$ cat src/rtl/vga_dither_out.sv
// Output stage for a 2-bit-per-channel VGA renderer: optional ordered/temporal
// Bayer dithering down to 1 bit per channel, test bars, blanking, 2-cycle latency.
module vga_dither_out #(
  parameter int H_VIEW = 640,
  parameter int V_VIEW = 480
) (
  input  logic       clk,
  input  logic       reset,
  input  logic       hsync_n,
  input  logic       vsync_n,
  input  logic [5:0] rgb,
  input  logic [9:0] hpos,
  input  logic [9:0] vpos,
  input  logic [1:0] i_mode,
  output logic       o_hsync_n,
  output logic       o_vsync_n,
  output logic [5:0] o_rgb,
  output logic [2:0] o_rgb1,
  output logic [1:0] o_frame
);

  localparam logic [1:0]  MODE_PASS  = 2'd0;
  localparam logic [1:0]  MODE_TEMP  = 2'd2;
  localparam logic [1:0]  MODE_BARS  = 2'd3;
  localparam logic [10:0] H_LIM      = 11'(H_VIEW);
  localparam logic [10:0] V_LIM      = 11'(V_VIEW);

  logic [1:0] r_mode;
  logic [1:0] r_frame;

  logic       r_hs_p0, r_vs_p0;
  logic [5:0] r_rgb_p0;
  logic [2:0] r_rgb1_p0;

  logic       r_hs_p1, r_vs_p1;
  logic [5:0] r_rgb_p1;
  logic [2:0] r_rgb1_p1;

  logic       w_frame_evt;
  logic       w_visible;
  logic [1:0] w_t;
  logic [1:0] w_thr;
  logic [5:0] w_src;
  logic [2:0] w_d;
  logic [5:0] w_rgb;
  logic [2:0] w_rgb1;

  function automatic logic dith(input logic [1:0] c, input logic [1:0] thr);
    return (c == 2'd3) || (c > thr);
  endfunction

  // r_vs_p0 doubles as the stored previous vsync_n sample for edge detection
  assign w_frame_evt = r_vs_p0 & ~vsync_n;
  assign w_visible   = ({1'b0, hpos} < H_LIM) && ({1'b0, vpos} < V_LIM);

  always_comb begin
    w_t = 2'd0;
    unique case ({hpos[0], vpos[0]})
      2'b00: w_t = 2'd0;
      2'b11: w_t = 2'd1;
      2'b10: w_t = 2'd2;
      2'b01: w_t = 2'd3;
      default: w_t = 2'd0;
    endcase
    w_thr = (r_mode == MODE_TEMP) ? (w_t ^ r_frame) : w_t;
    w_src = (r_mode == MODE_BARS) ? {hpos[9], hpos[9], hpos[8], hpos[8], hpos[7], hpos[7]} : rgb;
    w_d   = {dith(rgb[5:4], w_thr), dith(rgb[3:2], w_thr), dith(rgb[1:0], w_thr)};
    if (r_mode == MODE_PASS || r_mode == MODE_BARS) begin
      w_rgb  = w_src;
      w_rgb1 = {w_src[5], w_src[3], w_src[1]};
    end else begin
      w_rgb  = {w_d[2], w_d[2], w_d[1], w_d[1], w_d[0], w_d[0]};
      w_rgb1 = w_d;
    end
    if (!w_visible) begin
      w_rgb  = 6'd0;
      w_rgb1 = 3'd0;
    end
  end

  // mode shadow and frame counter move together on the vsync falling edge
  always_ff @(posedge clk) begin
    if (reset) begin
      r_mode  <= MODE_PASS;
      r_frame <= 2'd0;
    end else if (w_frame_evt) begin
      r_mode  <= i_mode;
      r_frame <= r_frame + 2'd1;
    end
  end

  // stage 1: syncs and resolved colour
  always_ff @(posedge clk) begin
    if (reset) begin
      r_hs_p0   <= 1'b1;
      r_vs_p0   <= 1'b1;
      r_rgb_p0  <= 6'd0;
      r_rgb1_p0 <= 3'd0;
    end else begin
      r_hs_p0   <= hsync_n;
      r_vs_p0   <= vsync_n;
      r_rgb_p0  <= w_rgb;
      r_rgb1_p0 <= w_rgb1;
    end
  end

  // stage 2: output registers
  always_ff @(posedge clk) begin
    if (reset) begin
      r_hs_p1   <= 1'b1;
      r_vs_p1   <= 1'b1;
      r_rgb_p1  <= 6'd0;
      r_rgb1_p1 <= 3'd0;
    end else begin
      r_hs_p1   <= r_hs_p0;
      r_vs_p1   <= r_vs_p0;
      r_rgb_p1  <= r_rgb_p0;
      r_rgb1_p1 <= r_rgb1_p0;
    end
  end

  assign o_hsync_n = r_hs_p1;
  assign o_vsync_n = r_vs_p1;
  assign o_rgb     = r_rgb_p1;
  assign o_rgb1    = r_rgb1_p1;
  assign o_frame   = r_frame;

endmodule

$ cat config.mk
export PLATFORM = sky130hd
export DESIGN_NAME = vga_dither_out
export DESIGN_NICKNAME = d
export VERILOG_FILES = /design/src/rtl/vga_dither_out.sv
export SDC_FILE = /design/constraint.sdc
export NUM_CORES = 1
export LEC_CHECK = 0
export BUFFER_PORTS_ARGS = -buffer_cell sky130_fd_sc_hd__buf_2
export CELL_PAD_IN_SITES_DETAIL_PLACEMENT = 1
export CELL_PAD_IN_SITES_GLOBAL_PLACEMENT = 2
export CORE_MARGIN = 4
export CORE_UTILIZATION = 25
export DETAILED_ROUTE_END_ITERATION = 10
export GPL_TIMING_DRIVEN = 0
export PLACE_DENSITY_LB_ADDON = 0.05
export SLEW_MARGIN = 30
export SYNTH_ARGS = -nofsm -noshare
export SYNTH_HDL_FRONTEND = slang
export SYNTH_SLANG_ARGS = --single-unit
$ cat constraint.sdc
create_clock -name clk -period 1.92 [get_ports clk]
set_input_delay 0.288 -clock clk [delete_from_list [all_inputs] [get_ports clk]]
set_output_delay 0.288 -clock clk [all_outputs]
set_load 0.02 [all_outputs]
==> results of run 1 <==
==> synthesized netlist by cell type <==
master	number
or2_1	2
buf_4	3
nand4_1	1
a21boi_0	2
and2b_4	1
xor2_1	3
o21ai_0	3
a21bo_2	1
nand3_2	1
or2_2	2
o31ai_1	1
a221oi_1	4
xnor2_1	1
and2b_1	2
nor2_2	1
a21oi_1	5
nor2b_1	7
nand2_1	9
dfxtp_1	20
nand3b_1	1
inv_1	7
mux2i_1	2
a211oi_1	2
o21ai_2	1
clkbuf_2	1
nor2_1	5
ha_1	11
==> state kept, by name (all words and copies together) (netlist names) <==
register and cells:
r_vs_p0 1, r_rgb_p0 6, o_frame 2, o_rgb 6, o_vsync_n 1, r_mode 2, o_hsync_n 1, r_hs_p0 1
==> worst paths after layout <==
kind	startpoint	to	slack [ns]	cells after the start
worst max-delay path	r_mode[0]	r_rgb_p0[4]	0.13	9
worst min-delay path	hsync_n	r_hs_p0	0.22	2
worst max register to register	r_mode[0]	r_rgb_p0[4]	0.13	9
worst min register to register	r_hs_p0	o_hsync_n	0.41	1
==> critical path: stages, from the launching register on <==
cell and delay, ns:
dfxtp_2 0.34, inv_1 0.07, ha_4 0.17, nand2_1 0.11, xor2_2 0.22, buf_4 0.15, ha_1 0.22, nor2b_2 0.16
o21ai_2 0.14, a211oi_1 0.09
==> power by group <==
part / internal, µW / total, µW / switching, µW
Combinational: 99.0 / 212 / 113
Clock: 139 / 254 / 115
Sequential: 436 / 446 / 10.8
==> kinds of logic (layout without fill, tap and decap cells) <==
logic type	after synthesis	in the layout	share of synthesized area (%)
muxes	2	2	2.097
and+or+nand+nor	32	32	18.48
AOI/OAI and AO/OA	19	19	13.76
xor gates and xnor gates	4	4	3.670
adders and majority gates	11	11	14.42
buffers and inverters	11	49	5.635
DFF	20	20	41.94
==> stage by stage <==
step / hold WS (ns) / setup WS (ns) / TNS [ns]
2_1_floorplan: 0.3596 / 0.2275 / 0
4_1_cts: 0.2105 / 0.02388 / 0
3_3_place_gp: 0.3937 / -0.1824 / -0.7978
3_5_place_dp: 0.4028 / -0.1717 / -0.7000
6_report: 0.2163 / 0.1318 / 0
5_1_grt: 0.2388 / 0.01765 / 0
==> what timing repair did <==
| item | in CTS | in global routing |
|---|---|---|
| setup endpoints to repair | 6 | 5 |
| pin swaps | 1 | 1 |
| buffers inserted | 0 | 1 |
| resized for setup | 7 | 9 |
==> cell type report <==
cell class	instances	share of cell area [%]
Inverter	7	2.017
Multi-Input combinational cell	68	43.61
Sequential cell	20	30.84
Clock buffer	3	3.170
Tap cell	48	4.611
Timing Repair Buffer	35	13.64
Buffer	4	2.113
==> metal layers <==
metal | GRT usage, % | share of wire, % | up-vias
li1 | - | - | 406
met5 | 0 | 0 | -
met3 | 1.014 | 4.9 | 2
met2 | 14.38 | 49 | 20
met1 | 10.85 | 44 | 363
met4 | 4.468 | 1.7 | 0
==> metrics.yaml, run 1 <==
run_status:
  status: "complete, no violations"
synth:
  synth_area_leaders: "dfxtp_1 (42%), ha_1 (14%), nor2b_1 (4.6%)"
  synth_warnings: 0
  synth_cell_type_count: 27
  synth_top_area_cell: "dfxtp_1"
  syn-cell-area_um2: 954.7
  synth_cells: 99
  yosys_register_bits: 20
  syn_nets: 142
  netlist.area_leader.share_pct: 41.94
  ys_seq_area_share_pct: 41.94
  avgSynthCellArea_um2: 9.643
routing:
  ant_nets: 0
  first_iter_violations: 21
  drc_errors: 0
  dr.pass1.iters: 2
  wire_per_inst_um: 11.13
  dr_total_vias: 791
  routed_wl_um: 2059
  viasPerCell: 4.276
pwr:
  power_density_nw_per_um2: 700.3
  finalPower_uw: 912.2
  power_leakage_uw: 0.0006344
  peakVddDrop_uv: 205.6
placement:
  dp.cells: 181
  placed_area_um2: 1185
  dp_hpwl_um: 1734
  gp_congestion: 0.6611
  port_buffers: 34
min_path:
  min_path_type: "in2reg"
job:
  drv_cap: 0
layout:
  final_cell_mix: "buf_2 (34), dfxtp_1 (19), ha_1 (10)"
  syn2layout_area_growth_pct: 36.44
  design_area_um2: 1303
  multiInputGateArea_um2: 568.0
  fill_cells: 450
  final_nets: 182
  utilization_pct: 35.31
  final_cells: 185
  register_area_um2: 401.6
  final_common_cell: "buf_2"
  num_antenna_cells: 0
  drive_gt1_share_pct: 43.80
timing:
  maxSlewHeadroom_pct: 77.03
  hold_violations: 0
  rsz0062_at_grt: "false"
  worst_slew_pin_slew_ns: 0.3414
  max_clock_freq_ghz: 0.5592
  clock_skew_ns: 0.002596
  period_share_pct: 93.13
  setup_viol: 0
  slew_violations: 0
  period_minus_slack_ns: 1.788
floorplan:
  row_count: 22
  ios: 45
  die_h_um: 69.80
  fp.dieW_um: 69.80
  core_um2: 3689
  start_util_pct: 25.88
  die_area_um2: 4871
cts:
  htreeDepth: 1
  ctsHoldBuffers: 0
  cts_root_buffer: "clkbuf_8"
  numCtsBuffers: 3
  clk_path_buf_depth: 2
  clkSinkCount: 20
  cts_tree: "built"
  path_clk_slew_ns: 0.07
  clock_latency_ns: 0.24
grt:
  grt_pass1_wl_um: 3436
  antenna_found_initial: 0
  grt_overflow: 0
  grt_pass1_vias: 770
  grtUsageTotal_pct: 8.637
  grt_max_degree: 11
setup_path:
  critical_path_class: "reg2reg"
  worstPathArrival_ns: 1.92
  cp-start-kind: "flop"
  end_kind: "flop"
  crit_required_ns: 2.05
  crit_path_max_fanout: 3
Power figures use the tool's default switching activity.
==> run 2: changes to the inputs <==
CORE_UTILIZATION = 27   (was 25)
CTS_BUF_LIST = sky130_fd_sc_hd__clkbuf_2 sky130_fd_sc_hd__clkbuf_4 sky130_fd_sc_hd__clkbuf_8   (was default)
==> run 2 against run 1 <==
Net effect: count of clock-buffer cells in the layout increased by 1; non-clock buffer count decreased by 1; worst hold slack got worse by 0.041 ns; final cell count decreased by 1.1%; global-route usage increased by 0.46 points; design area decreased by 0.38%; die area decreased by 6.6%.
==> metrics.yaml, run 2 (same netlist as run 1, synthesis figures left out) <==
run_status:
  status: "complete, no violations"  # unchanged
placement:
  port_buffers: 34  # unchanged
  dp.cells: 179  # was 181
  gp_congestion: 0.6511  # was 0.6611
  dp_hpwl_um: 1638  # was 1734 µm
setup_path:
  cp_num_buf_inv: 1  # was 2
  crit_required_ns: 2.13  # was 2.05 ns
  worstRegToRegCells: 8  # was 9
  cpMaxStageDelayCell: "dfxtp_2"  # unchanged
  critical_path_class: "reg2reg"  # unchanged
  r2r_start: "r_mode[0]"  # unchanged
  worstPathArrival_ns: 1.99  # was 1.92 ns
  cp-start-kind: "flop"  # unchanged
  crit_path_max_fanout: 3  # unchanged
  cp-startpoint: "r_mode[0]"  # unchanged
  crit_family: "adder cells"  # unchanged
  crit_cells: 8  # was 9
  end_kind: "flop"  # unchanged
  crit_chain: "inv_1 > ha_4 > nand2_1 > xor2_2 > ha_1 > nor2b_1 > o21ai_2 > a221oi_2"  # was inv_1 > ha_4 > nand2_1 > xor2_2 > buf_4 > ha_1 > nor2b_2 > o21ai_2 > a211oi_1
  critical-path-max-stage-delay_ns: 0.34  # about the same
  reg2reg_slack_ns: 0.14  # was 0.13 ns
grt:
  grt_pass1_wl_um: 3194  # was 3436 µm
  grt_overflow: 0  # unchanged
  grtUsageTotal_pct: 9.094  # was 8.637%
  antenna_found_initial: 0  # unchanged
  grt_max_degree: 12  # was 11
  grt_pass1_vias: 745  # was 770
floorplan:
  ios: 45  # unchanged
  start_util_pct: 28.39  # was 25.88%
  fp.dieW_um: 67.46  # was 69.80 µm
  die_area_um2: 4551  # was 4871 µm²
  core_um2: 3363  # was 3689 µm²
  row_count: 21  # was 22
  die_h_um: 67.46  # was 69.80 µm
routing:
  first_iter_violations: 28  # was 21
  routed_wl_um: 1996  # was 2059 µm
  drc_errors: 0  # unchanged
  dr_total_vias: 789  # was 791
  dr.pass1.iters: 3  # was 2
  viasPerCell: 4.311  # was 4.276
  wire_per_inst_um: 10.91  # was 11.13 µm
  ant_nets: 0  # unchanged
layout:
  final_nets: 181  # was 182
  final_cells: 183  # was 185
  utilization_pct: 38.58  # was 35.31%
  final_common_cell: "buf_2"  # unchanged
  syn2layout_area_growth_pct: 35.91  # was 36.44%
  num_antenna_cells: 0  # unchanged
  drive_gt1_share_pct: 45.26  # was 43.80%
  final_cell_mix: "buf_2 (34), dfxtp_1 (19), ha_1 (10)"  # unchanged
cts:
  path_clk_slew_ns: 0.10  # was 0.07 ns
  ctsHoldBuffers: 0  # unchanged
  clk_path_buf_depth: 2  # unchanged
  clkSinkCount: 20  # unchanged
  cts_tree: "built"  # unchanged
  htreeDepth: 1  # unchanged
  clock_latency_ns: 0.29  # was 0.24 ns
  numCtsBuffers: 3  # unchanged
  cts_root_buffer: "clkbuf_4"  # was clkbuf_8
timing:
  period_minus_slack_ns: 1.783  # was 1.788 ns
  worst_slew_pin_slew_ns: 0.3497  # was 0.3414 ns
  setup_viol: 0  # unchanged
  period_share_pct: 92.86  # was 93.13%
  rsz0062_at_grt: "false"  # unchanged
  clock_skew_ns: 0.003893  # was 0.002596 ns
  hold_violations: 0  # unchanged
  maxSlewHeadroom_pct: 76.48  # was 77.03%
  slew_violations: 0  # unchanged
  max_clock_freq_ghz: 0.5609  # was 0.5592 GHz
pwr:
  power_density_nw_per_um2: 688.0  # was 700.3 nW/µm²
  power_leakage_uw: 0.0006319  # was 0.0006344 µW
  peakVddDrop_uv: 199.7  # was 205.6 µV
min_path:
  hold_depth: 2  # unchanged
  min_path_type: "in2reg"  # unchanged
  hp-start: "hsync_n"  # unchanged
job:
  drv_cap: 0  # unchanged
## run 2: path summary, 6_finish.rpt
path / to
setup / recovery: r_rgb_p0[3]
hold / removal: r_hs_p0
setup reg to reg: r_rgb_p0[3]
hold reg to reg: o_hsync_n
## run 2: power breakdown
group	switching, µW	total (µW)	internal, µW
sequential	11.4	447	435
combinational	115	213	98.1
clock	117	233	116
total	244	893	649
## run 2: repair_timing
| action | in CTS | in global routing |
|---|---|---|
| pin swaps | 0 | 1 |
| resized for setup | 6 | 12 |
| hold endpoints to repair | 0 | 0 |
| setup buffers | 0 | 0 |
| endpoints found under the setup margin | 6 | 6 |
## run 2: metal layers
layer / global-route usage (%) / up-vias / wire length [µm]
met5: 0 / - / 0
met4: 4.557 / 0 / 36
met3: 0.4992 / 4 / 86
met2: 15.07 / 21 / 946
met1: 11.88 / 357 / 926
li1: - / 407 / -
## run 2: cell type report
class | instances | area [µm²]
multi-input combinational | 68 | 578.1
buffer | 4 | 27.53
inverter | 7 | 26.28
clock buffer | 4 | 36.28
tap | 46 | 57.56
timing repair buffer | 34 | 170.2
fill | 414 | 2066
sequential | 20 | 401.6
## run 2: stage by stage
step	hold slack [ns]	area [µm²]	worst slack (ns)	setup TNS (ns)	total power, µW
2_1_floorplan	0.3596	954.7	0.2275	0	568.6
3_3_place_gp	0.3922	1182	-0.1448	-0.5849	625.3
3_5_place_dp	0.4026	1182	-0.1437	-0.5940	633.2
4_1_cts	0.1688	1240	0.02692	0	881.0
5_1_grt	0.1714	1297	0.02860	0	946.4
6_report	0.1758	1297	0.1371	0	892.6
==> run 3: changes to the inputs <==
REMOVE_ABC_BUFFERS = 1   (was default)
==> run 3 against run 2 <==
Net effect: combinational power down 4%; die area unchanged; non-clock buffer count down 4; core utilization down 1.0 points; critical endpoint is now r_rgb_p0[2]; clock skew down 0.0013 ns; clock power about the same; setup slack better by 0.019 ns; first-iteration DRC count down 43%.
==> metrics.yaml, run 3 (same netlist as run 1, synthesis figures left out) <==
cts:
  numCtsBuffers: 3  # unchanged
  clkSinkCount: 20  # unchanged
  clock_latency_ns: 0.29  # about the same
  cts_setup_buffers: 0  # unchanged
  ctsHoldBuffers: 0  # unchanged
  cts_tree: "built"  # unchanged
  htreeDepth: 1  # unchanged
  cts_root_buffer: "clkbuf_4"  # unchanged
  clk_path_buf_depth: 2  # unchanged
  path_clk_slew_ns: 0.10  # about the same
layout:
  final_cells: 179  # was 183
  drive_gt1_share_pct: 42.86  # was 45.26%
  final_common_cell: "buf_2"  # unchanged
  final_cell_mix: "buf_2 (34), dfxtp_1 (18), ha_1 (10)"  # was buf_2 (34), dfxtp_1 (19), ha_1 (10)
  final_nets: 177  # was 181
  syn2layout_area_growth_pct: 32.24  # was 35.91%
  num_antenna_cells: 0  # unchanged
timing:
  clock_skew_ns: 0.002638  # was 0.003893 ns
  maxSlewHeadroom_pct: 74.98  # was 76.48%
  rsz0062_at_grt: "false"  # unchanged
  period_minus_slack_ns: 1.764  # was 1.783 ns
  worst_slew_pin_slew_ns: 0.3719  # was 0.3497 ns
  max_clock_freq_ghz: 0.5669  # was 0.5609 GHz
  period_share_pct: 91.87  # was 92.86%
  hold_violations: 0  # unchanged
  slew_violations: 0  # unchanged
  tns_ns: 0  # unchanged
  setup_viol: 0  # unchanged
  timing.hold.ws_ns: 0.1861  # was 0.1758 ns
routing:
  first_iter_violations: 16  # was 28
  viasPerCell: 4.268  # was 4.311
  dr_total_vias: 764  # was 789
  wire_per_inst_um: 10.97  # was 10.91 µm
  drc_errors: 0  # unchanged
  dr.pass1.iters: 3  # unchanged
  routed_wl_um: 1964  # was 1996 µm
  ant_nets: 0  # unchanged
setup_path:
  cp-start-kind: "flop"  # unchanged
  crit_required_ns: 2.13  # about the same
  r2r_start: "r_mode[0]"  # unchanged
  worstPathArrival_ns: 1.97  # was 1.99 ns
  critical_path_class: "reg2reg"  # unchanged
  reg2reg_slack_ns: 0.16  # was 0.14 ns
  worstRegToRegCells: 8  # unchanged
  crit_path_max_fanout: 3  # unchanged
  crit_family: "adder cells"  # unchanged
  r2r_end: "r_rgb_p0[2]"  # was r_rgb_p0[3]
  crit_cells: 8  # unchanged
  critical-path-max-stage-delay_ns: 0.35  # was 0.34 ns
  end_kind: "flop"  # unchanged
  cpMaxStageDelayCell: "dfxtp_2"  # unchanged
  cp_num_buf_inv: 1  # unchanged
  crit_chain: "inv_1 > ha_4 > nand2_1 > xor2_2 > ha_1 > nor2b_1 > o21ai_2 > a221oi_2"  # unchanged
grt:
  grt_max_degree: 16  # was 12
  antenna_found_initial: 0  # unchanged
  grtUsageTotal_pct: 9.031  # was 9.094%
  grt_pass1_wl_um: 3180  # was 3194 µm
  grt_pass1_vias: 787  # was 745
  grt_overflow: 0  # unchanged
placement:
  gp_congestion: 0.6434  # was 0.6511
  port_buffers: 34  # unchanged
  dp_hpwl_um: 1642  # was 1638 µm
  dp.cells: 175  # was 179
job:
  drv_cap: 0  # unchanged
pwr:
  power_leakage_uw: 0.0006098  # was 0.0006319 µW
  peakVddDrop_uv: 194.0  # was 199.7 µV
  power_density_nw_per_um2: 699.2  # was 688.0 nW/µm²
  finalPower_uw: 882.8  # was 892.6 µW
min_path:
  min_path_type: "in2reg"  # unchanged
  min_to: "r_hs_p0"  # unchanged
  hp-start: "hsync_n"  # unchanged
  hold_depth: 2  # unchanged
floorplan:
  fp.dieW_um: 67.46  # unchanged
  die_area_um2: 4551  # unchanged
  row_count: 21  # unchanged
  die_h_um: 67.46  # unchanged
  core_um2: 3363  # unchanged
  ios: 45  # unchanged
  start_util_pct: 28.39  # unchanged
run_status:
  status: "complete, no violations"  # unchanged
run 3: cell count changes in the layout (fill, tap and decap cells not counted):
cell / before / now
a211oi_1: 1 / 2
a211oi_2: 1 / 0
buf_4: 3 / 0
clkbuf_2: 1 / 0
dfxtp_1: 19 / 18
dfxtp_2: 1 / 2
o21ai_1: 0 / 1
o21ai_2: 4 / 3
run 3: worst max-delay path by stage:
stage,start,endpoint
6_report,r_mode[0],r_rgb_p0[2]
5_1_grt,r_mode[0],r_rgb_p0[2]
4_1_cts,r_mode[0],r_rgb_p0[2]
3_5_place_dp,r_mode[0],r_rgb_p0[2]
3_3_place_gp,r_mode[0],r_rgb_p0[3]
2_1_floorplan,r_mode[0],r_rgb_p0[0]
run 3: cell type report:
class                           count  area [µm²]
Timing Repair Buffer               34       170.2
Multi-Input combinational cell     68       569.3
Fill cell                         415        2101
Clock buffer                        4       36.28
Sequential cell                    20       402.9
Tap cell                           46       57.56
Inverter                            7       26.28
run 3: metrics by stage:
step                setup WS, ns  utilization (%)  cell area [µm²]
global placement         -0.1162            34.34             1155
CTS                      0.01772            36.05             1212
global route            0.001214            37.54             1262
finish                    0.1561            37.54             1262
floorplan                 0.2275                -            927.1
detailed placement       -0.1882            34.34             1155
run 3: layer usage:
metal  global-route usage (%)  routed length, µm  vias up
met5                        0                  0        -
met4                    4.557                 25        0
met3                   0.6656                100        2
met2                    15.80                934       20
met1                    11.00                904      345
li1                         -                  -      397
run 3: worst reg2reg max path: stages, from the launching register on:
cell and delay [ns]:
dfxtp_2 0.35, inv_1 0.09, ha_4 0.16, nand2_1 0.09
xor2_2 0.21, ha_1 0.30, nor2b_1 0.15, o21ai_2 0.09
a221oi_2 0.24
run 3: repair_timing:
action	in CTS	in global routing
pin swaps	0	1
endpoints found under the setup margin	6	6
gates resized for setup	6	11
run 3: power breakdown:
part           internal, µW  total, µW  switching [µW]
clock network           115        232             117
registers               436        447            11.3
logic                  93.4        204             111
